==> config.mk <==
export PLATFORM = sky130hd
export DESIGN_NAME = ycbcr2rgb_flat
export DESIGN_NICKNAME = d
export VERILOG_FILES = /design/src/rtl/ycbcr2rgb_if.sv /design/src/rtl/ycbcr2rgb.sv /design/src/flat_wrapper.sv
export SDC_FILE = /design/constraint.sdc
export NUM_CORES = 1
export LEC_CHECK = 0
export CAP_MARGIN = 40
export CORE_ASPECT_RATIO = 2
export CORE_UTILIZATION = 59
export CTS_CLUSTER_SIZE = 20
export DETAILED_ROUTE_END_ITERATION = 6
export GPL_TIMING_DRIVEN = 0
export PLACE_DENSITY = 0.87
export SYNTH_ARGS = -nofsm -noshare
export SYNTH_HDL_FRONTEND = slang
export SYNTH_SLANG_ARGS = --single-unit
==> constraint.sdc <==
create_clock -name clk -period 4.8 [get_ports clk]
set_input_delay 0.72 -clock clk [delete_from_list [all_inputs] [get_ports clk]]
set_output_delay 0.72 -clock clk [all_outputs]
set_load 0.02 [all_outputs]
==> src/rtl/ycbcr2rgb_if.sv <==
// ycbcr2rgb_if: YCbCr pixel/timing in and RGB pixel/timing out for the colour-space converter.
interface ycbcr2rgb_if;
    logic [7:0] y, cb, cr;
    logic in_hsync, in_vsync, in_en;
    logic [7:0] r, g, b;
    logic out_hsync, out_vsync, out_en;
    modport master(output y, cb, cr, in_hsync, in_vsync, in_en, input r, g, b, out_hsync, out_vsync, out_en);
    modport slave(input y, cb, cr, in_hsync, in_vsync, in_en, output r, g, b, out_hsync, out_vsync, out_en);
endinterface

==> src/rtl/ycbcr2rgb.sv <==
// ycbcr2rgb: 4-stage BT.601 limited-range YCbCr to full-range RGB with rounding and clamping.
module ycbcr2rgb #(
    parameter int K_Y   = 298,
    parameter int K_RCR = 409,
    parameter int K_GCB = 100,
    parameter int K_GCR = 208,
    parameter int K_BCB = 516
) (
    input logic clk,
    input logic rst,
    ycbcr2rgb_if.slave v
);
    localparam logic signed [11:0] k_y   = 12'(K_Y);
    localparam logic signed [11:0] k_rcr = 12'(K_RCR);
    localparam logic signed [11:0] k_gcb = 12'(K_GCB);
    localparam logic signed [11:0] k_gcr = 12'(K_GCR);
    localparam logic signed [11:0] k_bcb = 12'(K_BCB);
    logic signed [9:0] d_y, d_cb, d_cr;
    logic signed [19:0] p_y, p_rcr, p_gcb, p_gcr, p_bcb;
    logic signed [19:0] s_r, s_g, s_b;
    logic [2:0] t1, t2, t3;
    // (s + 128) >> 8: bit 20 is the sign, bits 19:16 nonzero means the result exceeds 255
    function automatic logic [7:0] sat(input logic signed [19:0] s);
        logic [20:0] t;
        t = {s[19], s} + 21'd128;
        return t[20] ? 8'd0 : |t[19:16] ? 8'hff : t[15:8];
    endfunction
    always_ff @(posedge clk) begin
        if (rst) begin
            {d_y, d_cb, d_cr} <= '0;
            {p_y, p_rcr, p_gcb, p_gcr, p_bcb} <= '0;
            {s_r, s_g, s_b} <= '0;
            {t1, t2, t3} <= '0;
            {v.r, v.g, v.b} <= '0;
            {v.out_hsync, v.out_vsync, v.out_en} <= '0;
        end else begin
            d_y <= $signed({2'b0, v.y}) - 10'sd16;
            d_cb <= $signed({2'b0, v.cb}) - 10'sd128;
            d_cr <= $signed({2'b0, v.cr}) - 10'sd128;
            p_y <= 20'(k_y * d_y);
            p_rcr <= 20'(k_rcr * d_cr);
            p_gcb <= 20'(k_gcb * d_cb);
            p_gcr <= 20'(k_gcr * d_cr);
            p_bcb <= 20'(k_bcb * d_cb);
            s_r <= p_y + p_rcr;
            s_g <= p_y - p_gcb - p_gcr;
            s_b <= p_y + p_bcb;
            t1 <= {v.in_hsync, v.in_vsync, v.in_en};
            t2 <= t1;
            t3 <= t2;
            {v.out_hsync, v.out_vsync, v.out_en} <= t3;
            v.r <= t3[0] ? sat(s_r) : 8'd0;
            v.g <= t3[0] ? sat(s_g) : 8'd0;
            v.b <= t3[0] ? sat(s_b) : 8'd0;
        end
    end
endmodule

==> src/flat_wrapper.sv <==
// flat-port wrapper written by rule: the top's interface ports become plain ports
module ycbcr2rgb_flat 
#(
    parameter int K_Y   = 298,
    parameter int K_RCR = 409,
    parameter int K_GCB = 100,
    parameter int K_GCR = 208,
    parameter int K_BCB = 516
)
  (clk, rst, v_y, v_cb, v_cr, v_in_hsync, v_in_vsync, v_in_en, v_r, v_g, v_b, v_out_hsync, v_out_vsync, v_out_en);
  ycbcr2rgb_if v_i ();
  input logic clk;
  input logic rst;
  input wire logic [$bits(v_i.y)-1:0] v_y;
  input wire logic [$bits(v_i.cb)-1:0] v_cb;
  input wire logic [$bits(v_i.cr)-1:0] v_cr;
  input wire logic [$bits(v_i.in_hsync)-1:0] v_in_hsync;
  input wire logic [$bits(v_i.in_vsync)-1:0] v_in_vsync;
  input wire logic [$bits(v_i.in_en)-1:0] v_in_en;
  output wire logic [$bits(v_i.r)-1:0] v_r;
  output wire logic [$bits(v_i.g)-1:0] v_g;
  output wire logic [$bits(v_i.b)-1:0] v_b;
  output wire logic [$bits(v_i.out_hsync)-1:0] v_out_hsync;
  output wire logic [$bits(v_i.out_vsync)-1:0] v_out_vsync;
  output wire logic [$bits(v_i.out_en)-1:0] v_out_en;
  assign v_i.y = v_y;
  assign v_i.cb = v_cb;
  assign v_i.cr = v_cr;
  assign v_i.in_hsync = v_in_hsync;
  assign v_i.in_vsync = v_in_vsync;
  assign v_i.in_en = v_in_en;
  assign v_r = v_i.r;
  assign v_g = v_i.g;
  assign v_b = v_i.b;
  assign v_out_hsync = v_i.out_hsync;
  assign v_out_vsync = v_i.out_vsync;
  assign v_out_en = v_i.out_en;
  ycbcr2rgb #(.K_Y(K_Y), .K_RCR(K_RCR), .K_GCB(K_GCB), .K_GCR(K_GCR), .K_BCB(K_BCB)) u_core (.clk(clk), .rst(rst), .v(v_i));
endmodule
### After elaboration in Yosys (flattened, before gate mapping)

Index checks and enable logic that the tools add are counted.

* memory bits (writable): 0
* memories: 0
* memory bits (read-only): 0
* logic and storage cells: 49
* latch bits: 0
* flip-flop bits (word level): 223

* $mul: 5
* equal/unequal tests: 0
* $add $sub $neg: 10
* reduce and logical (&&, ||, !) cells: 6
* order comparisons: 0
* bitwise gates (word level): 1
* multiplexer cells: 3
* div/mod/pow operators: 0
* shift-type cells: 0

Operators with widths (count)
* adder 20 x 9 -> 21 bit (second input constant): 3
* adder 20 bit: 2
* subtractor 20 bit: 2
* multiplier 9 x 9 -> 18 bit (first input constant): 2
* 2-to-1 mux 8 bit: 3
* multiplier 10 x 9 -> 19 bit (first input constant): 1
* subtractor 8 x 8 -> 9 bit (second input constant): 2
* multiplier 6 x 9 -> 15 bit (first input constant): 1
* multiplier 5 x 9 -> 14 bit (first input constant): 1
* OR reduction 4 bit: 3
* OR reduction 3 bit: 3
* subtractor 8 x 5 -> 9 bit (second input constant): 1
* inverter 1 bit: 1

### Depth between registers and ports, before layout

Gate-level depths: netlist (run 1).

* word-level depth: 3
* gate-level depth with buffers: 20
* mapped depth without buffers: 20

### Worst setup path after synthesis (run 1)

OpenSTA, ideal clock, no wires.

* path kind: register to register
* start: register u_core.d_y[3]
* end: register u_core.p_y[17]
* slack: 0.610 ns
* period minus slack after synthesis: 4.190 ns
* cell stages (with the launch flop): 17
* arrival time: 4.063 ns
* data required time: 4.672 ns
* cells stage by stage: dfxtp_1 -> ha_1 -> ha_1 -> inv_1 -> fa_1 -> inv_1 -> fa_1 -> ha_1 -> fa_1 -> a21o_1 -> a21oi_1 -> o21bai_1 -> a2111oi_0 -> nor3_1 -> a31oi_1 -> xor2_1 -> nor2_1

* cells in the longest elaborated chain, start to end: 1

Ends and longest elaborated chain
* start, declared: RTL line ycbcr2rgb.sv:18 `logic signed [9:0] d_y, d_cb, d_cr;`
* start signal, assigned: RTL line ycbcr2rgb.sv:37 `d_y <= $signed({2'b0, v.y}) - 10'sd16;`
* multiplier 9 x 9 -> 18 bit: RTL line ycbcr2rgb.sv:40 `p_y <= 20'(k_y * d_y);`
* end signal, assigned: RTL line ycbcr2rgb.sv:40
* end, declared: RTL line ycbcr2rgb.sv:19 `logic signed [19:0] p_y, p_rcr, p_gcb, p_gcr, p_bcb;`

No other way between the ends.
A chain may end at the register's enable or synchronous reset.

### Final worst setup path (run 1)

Ends and elaborated chain as after synthesis.

==> results of run 1 <==
-- cell type report --
type                            count  area, µm²  area share, %
Timing Repair Buffer               55      545.5          4.125
Buffer                             17      63.81         0.4825
Tap cell                          259      324.1          2.450
Multi-Input combinational cell    873       7503          56.73
Clock buffer                       17      425.4          3.216
Inverter                          163      611.8          4.626
Clock inverter                     15      167.7          1.268
Sequential cell                   179       3585          27.10
-- cells by family after synthesis --
| family | count (synthesis) | synth area share [%] |
|---|---|---|
| simple gates | 295 | 12.29 |
| fa+ha+maj | 282 | 33.46 |
| compound gates | 196 | 10.56 |
| buf+inv | 180 | 5.747 |
| flops | 179 | 30.48 |
| xor+xnor | 98 | 7.300 |
| mux | 2 | 0.1703 |
-- stage by stage --
| step | cell area (µm²) | cells |
|---|---|---|
| 2_1_floorplan | 11760 | 1232 |
| 3_3_place_gp | 12620 | 1545 |
| 3_5_place_dp | 12630 | 1546 |
| 4_1_cts | 13220 | 1578 |
| 5_1_grt | 13230 | 1578 |
| 6_report | 13230 | 1578 |
-- critical path: stages, from the launching register on --
cell       delay (ps)
dfxtp_1           360
ha_1              350
ha_1              280
inv_1              50
fa_1              480
inv_1              60
fa_1              470
ha_1              350
fa_1              480
a21o_1            210
a21oi_2           180
o21bai_1          110
a2111oi_1         450
nor3_1            160
a31oi_1           230
xor2_1            190
nor2_1             60
-- Yosys cell counts, types with 3 or more instances --
cell type	number	area share (%)
clkbuf_1	16	0.51
o31ai_1	4	0.26
dfxtp_1	179	30
fa_1	54	9.2
inv_1	163	5.2
xor2_1	37	2.8
nor4_1	4	0.21
a21boi_0	3	0.19
a211oi_1	5	0.32
nand4_1	11	0.59
nor2_1	108	3.4
and3_1	6	0.32
nand2b_1	5	0.27
o41ai_1	4	0.30
nor3_1	20	0.85
xnor2_1	61	4.5
o21a_1	7	0.45
a21o_1	29	1.9
ha_1	228	24
a31o_2	4	0.30
o21ai_0	28	1.2
nand3_1	12	0.51
a31oi_1	8	0.43
o21bai_1	10	0.64
nor2b_1	66	3.5
a2111oi_0	3	0.22
nand2_1	48	1.5
or2_2	6	0.32
a21oi_1	76	3.2
-- power breakdown --
| group | switching (W) | internal [W] | leakage (nW) |
|---|---|---|---|
| Sequential | 0.000182 | 0.00168 | 1.48 |
| Combinational | 0.00104 | 0.000811 | 4.75 |
| Clock | 0.000630 | 0.000783 | 0.296 |
-- worst max path at each step --
stage / from / end / slack (ps) / cells after the start
2_1_floorplan: u_core.d_y[3] / u_core.p_y[17] / 610 / 16
3_3_place_gp: u_core.d_cr[3] / u_core.p_rcr[18] / 170 / 16
3_5_place_dp: u_core.d_cr[3] / u_core.p_rcr[18] / 160 / 16
4_1_cts: u_core.d_cr[3] / u_core.p_rcr[18] / 130 / 16
5_1_grt: u_core.d_cr[3] / u_core.p_rcr[18] / 6 / 16
6_report: u_core.d_y[3] / u_core.p_y[17] / 180 / 16
-- cell usage in the layout, fill, tap and decap left out, types with 7 or more instances in the layout --
master           Yosys  final
clkdlybuf4s50_1      0     54
nor2b_1             66     66
a31oi_1              8      8
clkbuf_16            0     17
ha_1               228    228
nand3_1             12     12
a21oi_1             76     75
fa_1                54     54
xnor2_1             61     61
xor2_1              37     37
inv_1              163    163
dfxtp_1            179    178
clkbuf_1            16     16
o21ai_0             28     27
o21a_1               7      7
nand2_1             48     48
a21o_1              29     29
nor2_1             108    108
o21bai_1            10     10
nand4_1             11     11
nor3_1              20     20
-- flip-flops by register name, indices dropped and copies added, names as in the netlist, 9 cells and up --
name	count
u_core.d_y	9
u_core.p_rcr	17
u_core.s_g	13
u_core.s_b	13
u_core.p_y	18
u_core.p_gcb	12
u_core.p_bcb	18
u_core.p_gcr	14
u_core.s_r	13
-- layer usage --
layer  part of all wire, %  GRT usage, %  vias up
met4                   9.5         25.15        0
met2                    54         52.99      258
met1                    33         24.25     4268
met5                     0             0        -
met3                   3.7         5.349      145
li1                      -             -     4265
-- what timing repair did --
| item | CTS | global route |
|---|---|---|
| buffers inserted | 0 | 0 |
| setup endpoints to repair | 0 | 3 |
| resized for setup | 0 | 4 |
| hold buffers | 0 | 0 |
==> metrics, run 1 <==
Util after Layout=67.97%; Seq cells post-synth=179; worst-case clock buffer depth=2; total track usage=28.37%; I/O pin cnt=56; NumNets Final=1617; DRC errors left=0; Hold Path Sink=u_core.v.out_hsync; Final Total Pwr=0.005130 W; largest net degree at the start of global routing=18; CTS Root Cell=clkbuf_16; Rel. slew slack=43.77%; Area Growth Syn to Fin=12.49%; vias in the first global route=9699; Post-Synthesis Cell Area=0.01176 mm²; syn_nets=1543; Die W=101.8 µm; core area=0.01946 mm²; Clock Sink Count=179; Setup WS pre-CTS=160.3 ps; Initial Util=60.42%; RR Endpoint=u_core.p_y[17]; Avg Inst Size Synth=9.543 µm²; endpoints failing setup=0; Worst Max-Slew Pin Slew=843.4 ps; top_reg_cell synth=dfxtp_1; part of the Yosys area used for sequential elements=30.48%; startpoint types=register; hold path startpoint=u_core.t3[2]; YS warnings=0; Die Y=201.6 µm; status=completed; crit share post-route=96.24%; wire length of the first global-routing pass=44370 µm; initial antenna violation count=0; Routed WL per cell=16.98 µm; worst clock skew=10.51 ps; Post-synth EDFFs=0; Fmax achieved=216.5 MHz; overflow left after global routing=0; CTS H-tree depth=4; HPWL after detailed placement=20770 µm; share of layout cells above drive strength 1=3.791%; clock transition at the registers of the reported paths=70 ps; synthesized instance count=1232; First-pass DRT Iterations=7; IO buf count=54; slack of the critical path=180.4 ps; total CTS buffers=17; die footprint=0.02053 mm²; Fin. Hold Viols=0; post-route setup TNS=0 ps; vias after detailed routing=8936; WHS Path Cells=1; number of fill cells=1454; Min Hold Slack=446.9 ps; DRT iter0 DRCs=290; Worst Setup End Kind=register; CTS tree=built; Slew Limit Fails=0; count of cell types in the netlist=48; worst r2r src=u_core.d_y[3]; VDD IR-drop max=0.2775 mV; Worst R2R Setup Slack=180 ps; via/cell ratio=5.663; total wire length=26790 µm; Register-to-Register Path Depth=16; # rows=72; Final Critical Period=4620 ps; routability cong.=0.9687; P per Cell Area=387.8 mW/mm²; critical path arrival=4910 ps; RSZ-0062 raised after global routing=false; WP data required=5090 ps; share of flip-flops with an asynchronous set or reset=0%; Hold/Removal Path Class=reg2reg; insertion delay to the later sink of the worst-skew pair=440 ps; crit-path max FO=3; Ant. Diodes=0; kind of critical path=reg2reg; Max-Cap Viols=0; leakage=6.517 nW; Final ANT Viol Nets=0
Note: power is estimated with default switching activity, not from simulation.
==> run 2, diff against run 1 <==
CORE_UTILIZATION = 60   (was 59)
CTS_CLUSTER_DIAMETER = 50   (was not set)
PLACE_DENSITY = 0.88   (was 0.87)
==> metrics, run 2 (synthesized netlist as in run 1, its figures left out) <==
status=completed; via/cell ratio=5.575 (-1.5%); routability cong.=0.9460 (-2.3%); hold buffer count at cts=0 (unchanged); share of layout cells above drive strength 1=3.867% (+0.076 points); commonest cells after routing, fill and taps aside=ha_1, dfxtp_1, inv_1; post-CTS setup buffer count=0 (unchanged); worst-case clock buffer depth=2 (unchanged); largest net degree at the start of global routing=18 (unchanged); Routed WL per cell=16.98 µm (about the same); most common cell after layout, fill and taps aside=ha_1; total track usage=28.41% (+0.049 points); CTS tree=built; Hold/Removal Path Class=reg2reg; Rel. slew slack=46.01% (+2.2 points); largest registers=u_core.p_bcb (18), u_core.p_y (18), u_core.p_rcr (17); post-route cell area=0.01325 mm² (+0.20%); post-route setup TNS=0 ps (unchanged); IO buf count=54 (unchanged); Initial Util=60.99% (+0.56 points); vias after detailed routing=8798 (-1.5%); crit share post-route=97.06% (+0.81 points); critical path arrival=4990 ps (+80 ps); VDD IR-drop max=0.2994 mV (+7.9%); vias in the first global route=9346 (-3.6%); Min Hold Slack=443.6 ps (-3.255 ps); crit-path max FO=4 (+1); Fin. Hold Viols=0 (unchanged); Util after Layout=68.74% (+0.77 points); CTS H-tree depth=4 (unchanged); leakage=6.521 nW (about the same); die footprint=0.02019 mm² (-1.6%); total wire length=26790 µm (about the same); Die W=101.0 µm (-0.82%); Max-Cap Viols=0 (unchanged); WP data required=5130 ps (+40 ps); initial antenna violation count=0 (unchanged); # rows=72 (unchanged); Final ANT Viol Nets=0 (unchanged); First-pass DRT Iterations=5 (-2); HPWL after detailed placement=20950 µm (+0.90%); core area=0.01928 mm² (-0.93%); NumNets Final=1617 (unchanged); worst clock skew=14.70 ps (+4.192 ps); Fmax achieved=214.7 MHz (-0.84%); clock transition at the registers of the reported paths=80 ps (about the same); wire length of the first global-routing pass=43010 µm (-3.1%); total CTS buffers=17 (unchanged); Worst Setup End Kind=register; insertion delay to the later sink of the worst-skew pair=450 ps (about the same); endpoints failing setup=0 (unchanged); Final Total Pwr=0.005189 W (+1.2%); Worst Max-Slew Pin Slew=809.8 ps (-33.61 ps); Die Y=200.0 µm (-0.83%); DRT iter0 DRCs=309 (+6.6%); placed cell areas=0.01263 mm² (unchanged); Final Critical Period=4659 ps (+39.05 ps); I/O pin cnt=56 (unchanged); CTS Root Cell=clkbuf_16; DRC errors left=0 (unchanged); P per Cell Area=391.5 mW/mm² (+0.96%); overflow left after global routing=0 (unchanged); Ant. Diodes=0 (unchanged); Clock Sink Count=179 (unchanged); kind of critical path=reg2reg; Area Growth Syn to Fin=12.72%; Slew Limit Fails=0 (unchanged); startpoint types=register
==> run 2: path summary, 6_finish.rpt <==
kind                  startpoint            endpoint  slack, ps  cells past startpoint
setup / recovery  u_core.d_cr[4]    u_core.p_rcr[18]        140                     16
hold / removal      u_core.t3[2]  u_core.v.out_hsync        440                      1
setup reg to reg  u_core.d_cr[4]    u_core.p_rcr[18]        140                     16
hold reg to reg     u_core.t3[2]  u_core.v.out_hsync        440                      1
==> run 2: routing by layer <==
layer | global-route usage, % | vias to the layer above | part of all wire, %
met3 | 6.128 | 129 | 3.8
met5 | 0 | - | 0
met4 | 24.80 | 0 | 8.9
met2 | 54.13 | 243 | 54
met1 | 24.04 | 4158 | 33
li1 | - | 4268 | -
==> run 2: final cells by class <==
type | count | area [µm²]
inverter | 163 | 611.8
tap | 259 | 324.1
clock buffer | 17 | 425.4
buffer | 17 | 63.81
timing repair buffer | 55 | 545.5
sequential | 179 | 3586
clock inverter | 15 | 193.9
multi-input combinational | 873 | 7502
fill | 1422 | 6026
==> run 2: critical path, stage by stage (launching register included) <==
cell      delay (ps)
dfxtp_1          500
ha_1             370
ha_1             320
inv_1             50
fa_1             500
inv_1             60
fa_1             410
fa_1             460
ha_1             360
nor2b_1          180
o21ai_1          270
a21boi_2         130
o21ai_1          240
nand2_1          100
a31oi_1          260
o21ai_0          170
mux2i_1          140
==> run 2: power breakdown <==
group          switching (W)  leakage [nW]  total [W]  internal, W
clock               0.000640         0.299    0.00147     0.000834
sequential          0.000177          1.48    0.00186      0.00168
combinational        0.00104          4.75    0.00185     0.000812
==> run 2: per-stage QoR <==
stage,worst slack (ps),std cells
floorplan,609.9,1232
global placement,145.4,1545
detailed placement,-46.40,1546
CTS,102.0,1578
global route,-50.30,1578
finish,141.3,1578
==> run 2: what timing repair did <==
action	4_1_cts	5_1_grt
setup endpoints to repair	1	3
cloned	0	0
gates resized for setup	2	4
==> run 3, diff against run 2 <==
CORE_MARGIN = 2   (was not set)
==> metrics, run 3 (synthesized netlist as in run 1, its figures left out) <==
status=completed; worst-case clock buffer depth=2 (unchanged); hold buffer count at cts=0 (unchanged); CTS tree=built; initial antenna violation count=0 (unchanged); NumNets Final=1617 (unchanged); IO buf count=54 (unchanged); Clock Sink Count=179 (unchanged); Fin. Hold Viols=0 (unchanged); Final ANT Viol Nets=0 (unchanged); startpoint types=register; post-CTS setup buffer count=0 (unchanged); Ant. Diodes=0 (unchanged); overflow left after global routing=0 (unchanged); post-route cell area=0.01327 mm² (about the same); CTS resizes=0 (-2); DRT iter0 DRCs=398 (+29%); Routed WL per cell=16.86 µm (-0.66%); Min Hold Slack=447.0 ps (+3.384 ps); # rows=72 (unchanged); leakage=6.524 nW (about the same); most common cell after layout, fill and taps aside=ha_1; I/O pin cnt=56 (unchanged); vias after detailed routing=8736 (-0.70%); crit-path max FO=3 (-1); crit share post-route=96.45% (-0.60 points); endpoints failing setup=0 (unchanged); total wire length=26610 µm (-0.66%); Max-Cap Viols=0 (unchanged); clock transition at the registers of the reported paths=80 ps (about the same); Worst Max-Slew Pin Slew=820.9 ps (+11.06 ps); kind of critical path=reg2reg; largest net degree at the start of global routing=22 (+4); commonest cells after routing, fill and taps aside=ha_1, dfxtp_1, inv_1; critical path arrival=4940 ps (-50 ps); total CTS buffers=17 (unchanged); P per Cell Area=387.0 mW/mm² (-1.2%); core area=0.01928 mm² (unchanged); Die Y=202.0 µm (+1.0%); Final Critical Period=4630 ps (-29.01 ps); insertion delay to the later sink of the worst-skew pair=460 ps (about the same); vias in the first global route=9399 (+0.57%); routability cong.=0.9920 (+4.9%); First-pass DRT Iterations=5 (unchanged); Rel. slew slack=45.27% (-0.74 points); Die W=103.0 µm (+2.0%); DRC errors left=0 (unchanged); Slew Limit Fails=0 (unchanged); post-route setup TNS=0 ps (unchanged); HPWL after detailed placement=20730 µm (-1.1%); number of fill cells=1420 (-0.14%); WP data required=5110 ps (-20 ps); die footprint=0.02080 mm² (+3.0%); placed cell areas=0.01263 mm² (unchanged); Initial Util=60.99% (unchanged); Worst Setup End Kind=register; CTS Root Cell=clkbuf_16; worst clock skew=10.05 ps (-4.650 ps); via/cell ratio=5.536 (-0.70%); VDD IR-drop max=0.3016 mV (+0.72%); CTS H-tree depth=4 (unchanged); total track usage=27.54% (-0.87 points); share of layout cells above drive strength 1=3.942% (+0.076 points); wire length of the first global-routing pass=43710 µm (+1.6%); slack of the critical path=170.4 ps (+29.01 ps); Setup WS pre-CTS=118.9 ps (+165.3 ps); Area Growth Syn to Fin=12.82% (about the same); largest registers=u_core.p_bcb (18), u_core.p_y (18), u_core.p_rcr (17); Fmax achieved=216.0 MHz (+0.63%); Hold/Removal Path Class=reg2reg; Final Total Pwr=0.005133 W (-1.1%)
run 3: changes by cell type in the layout (fill, tap and decap cells not counted), sizes merged:
cell,before,now
bufinv,3,0
clkinv,3,7
clkinvlp,2,0
inv,170,171
run 3: power breakdown:
part           total (W)  switching [W]  internal (W)  leakage [nW]
combinational    0.00184        0.00103      0.000811          4.75
clock            0.00143       0.000716      0.000717         0.301
sequential       0.00186       0.000178       0.00168          1.48
total            0.00513        0.00192       0.00321          6.52
run 3: layer usage:
metal	vias to the layer above	wire [µm]	track usage, %
met3	107	742	4.046
li1	4255	-	-
met2	213	14890	52.27
met4	0	2199	20.11
met1	4161	8781	24.84
met5	-	0	0
run 3: area by class of cell:
cell class	count	area [µm²]	share of cell area [%]
inverters	163	611.8	4.612
clock inverters	15	198.9	1.500
flip-flops and latches	179	3586	27.03
repair buffers	55	545.5	4.112
clock buffers	17	425.4	3.207
plain buffers	17	63.81	0.4810
well taps	259	324.1	2.443
multi-input cells	873	7510	56.61
run 3: final timing paths:
kind | depth (start not counted) | slack, ps | startpoint | to
hold reg to reg | 1 | 450 | u_core.t2[0] | u_core.t3[0]
hold / removal | 1 | 450 | u_core.t2[0] | u_core.t3[0]
setup / recovery | 16 | 170 | u_core.d_y[3] | u_core.p_y[17]
setup reg to reg | 16 | 170 | u_core.d_y[3] | u_core.p_y[17]
run 3: metrics by stage:
step,utilization (%),std cells
after CTS,68.74,1578
after detailed placement,65.50,1546
after global placement,65.47,1545
final,68.81,1578
after floorplan,-,1232
after global routing,68.81,1578
run 3: critical path, stage by stage, from the launching register on:
cell and delay, ps:
dfxtp_1 420, ha_1 290, ha_1 280, inv_1 50, fa_1 480, inv_1 60
fa_1 480, ha_1 350, fa_1 470, a21o_1 210, a21oi_2 170, o21bai_1 100
a2111oi_1 440, nor3_1 160, a31oi_2 250, xor2_1 200, nor2_1 70
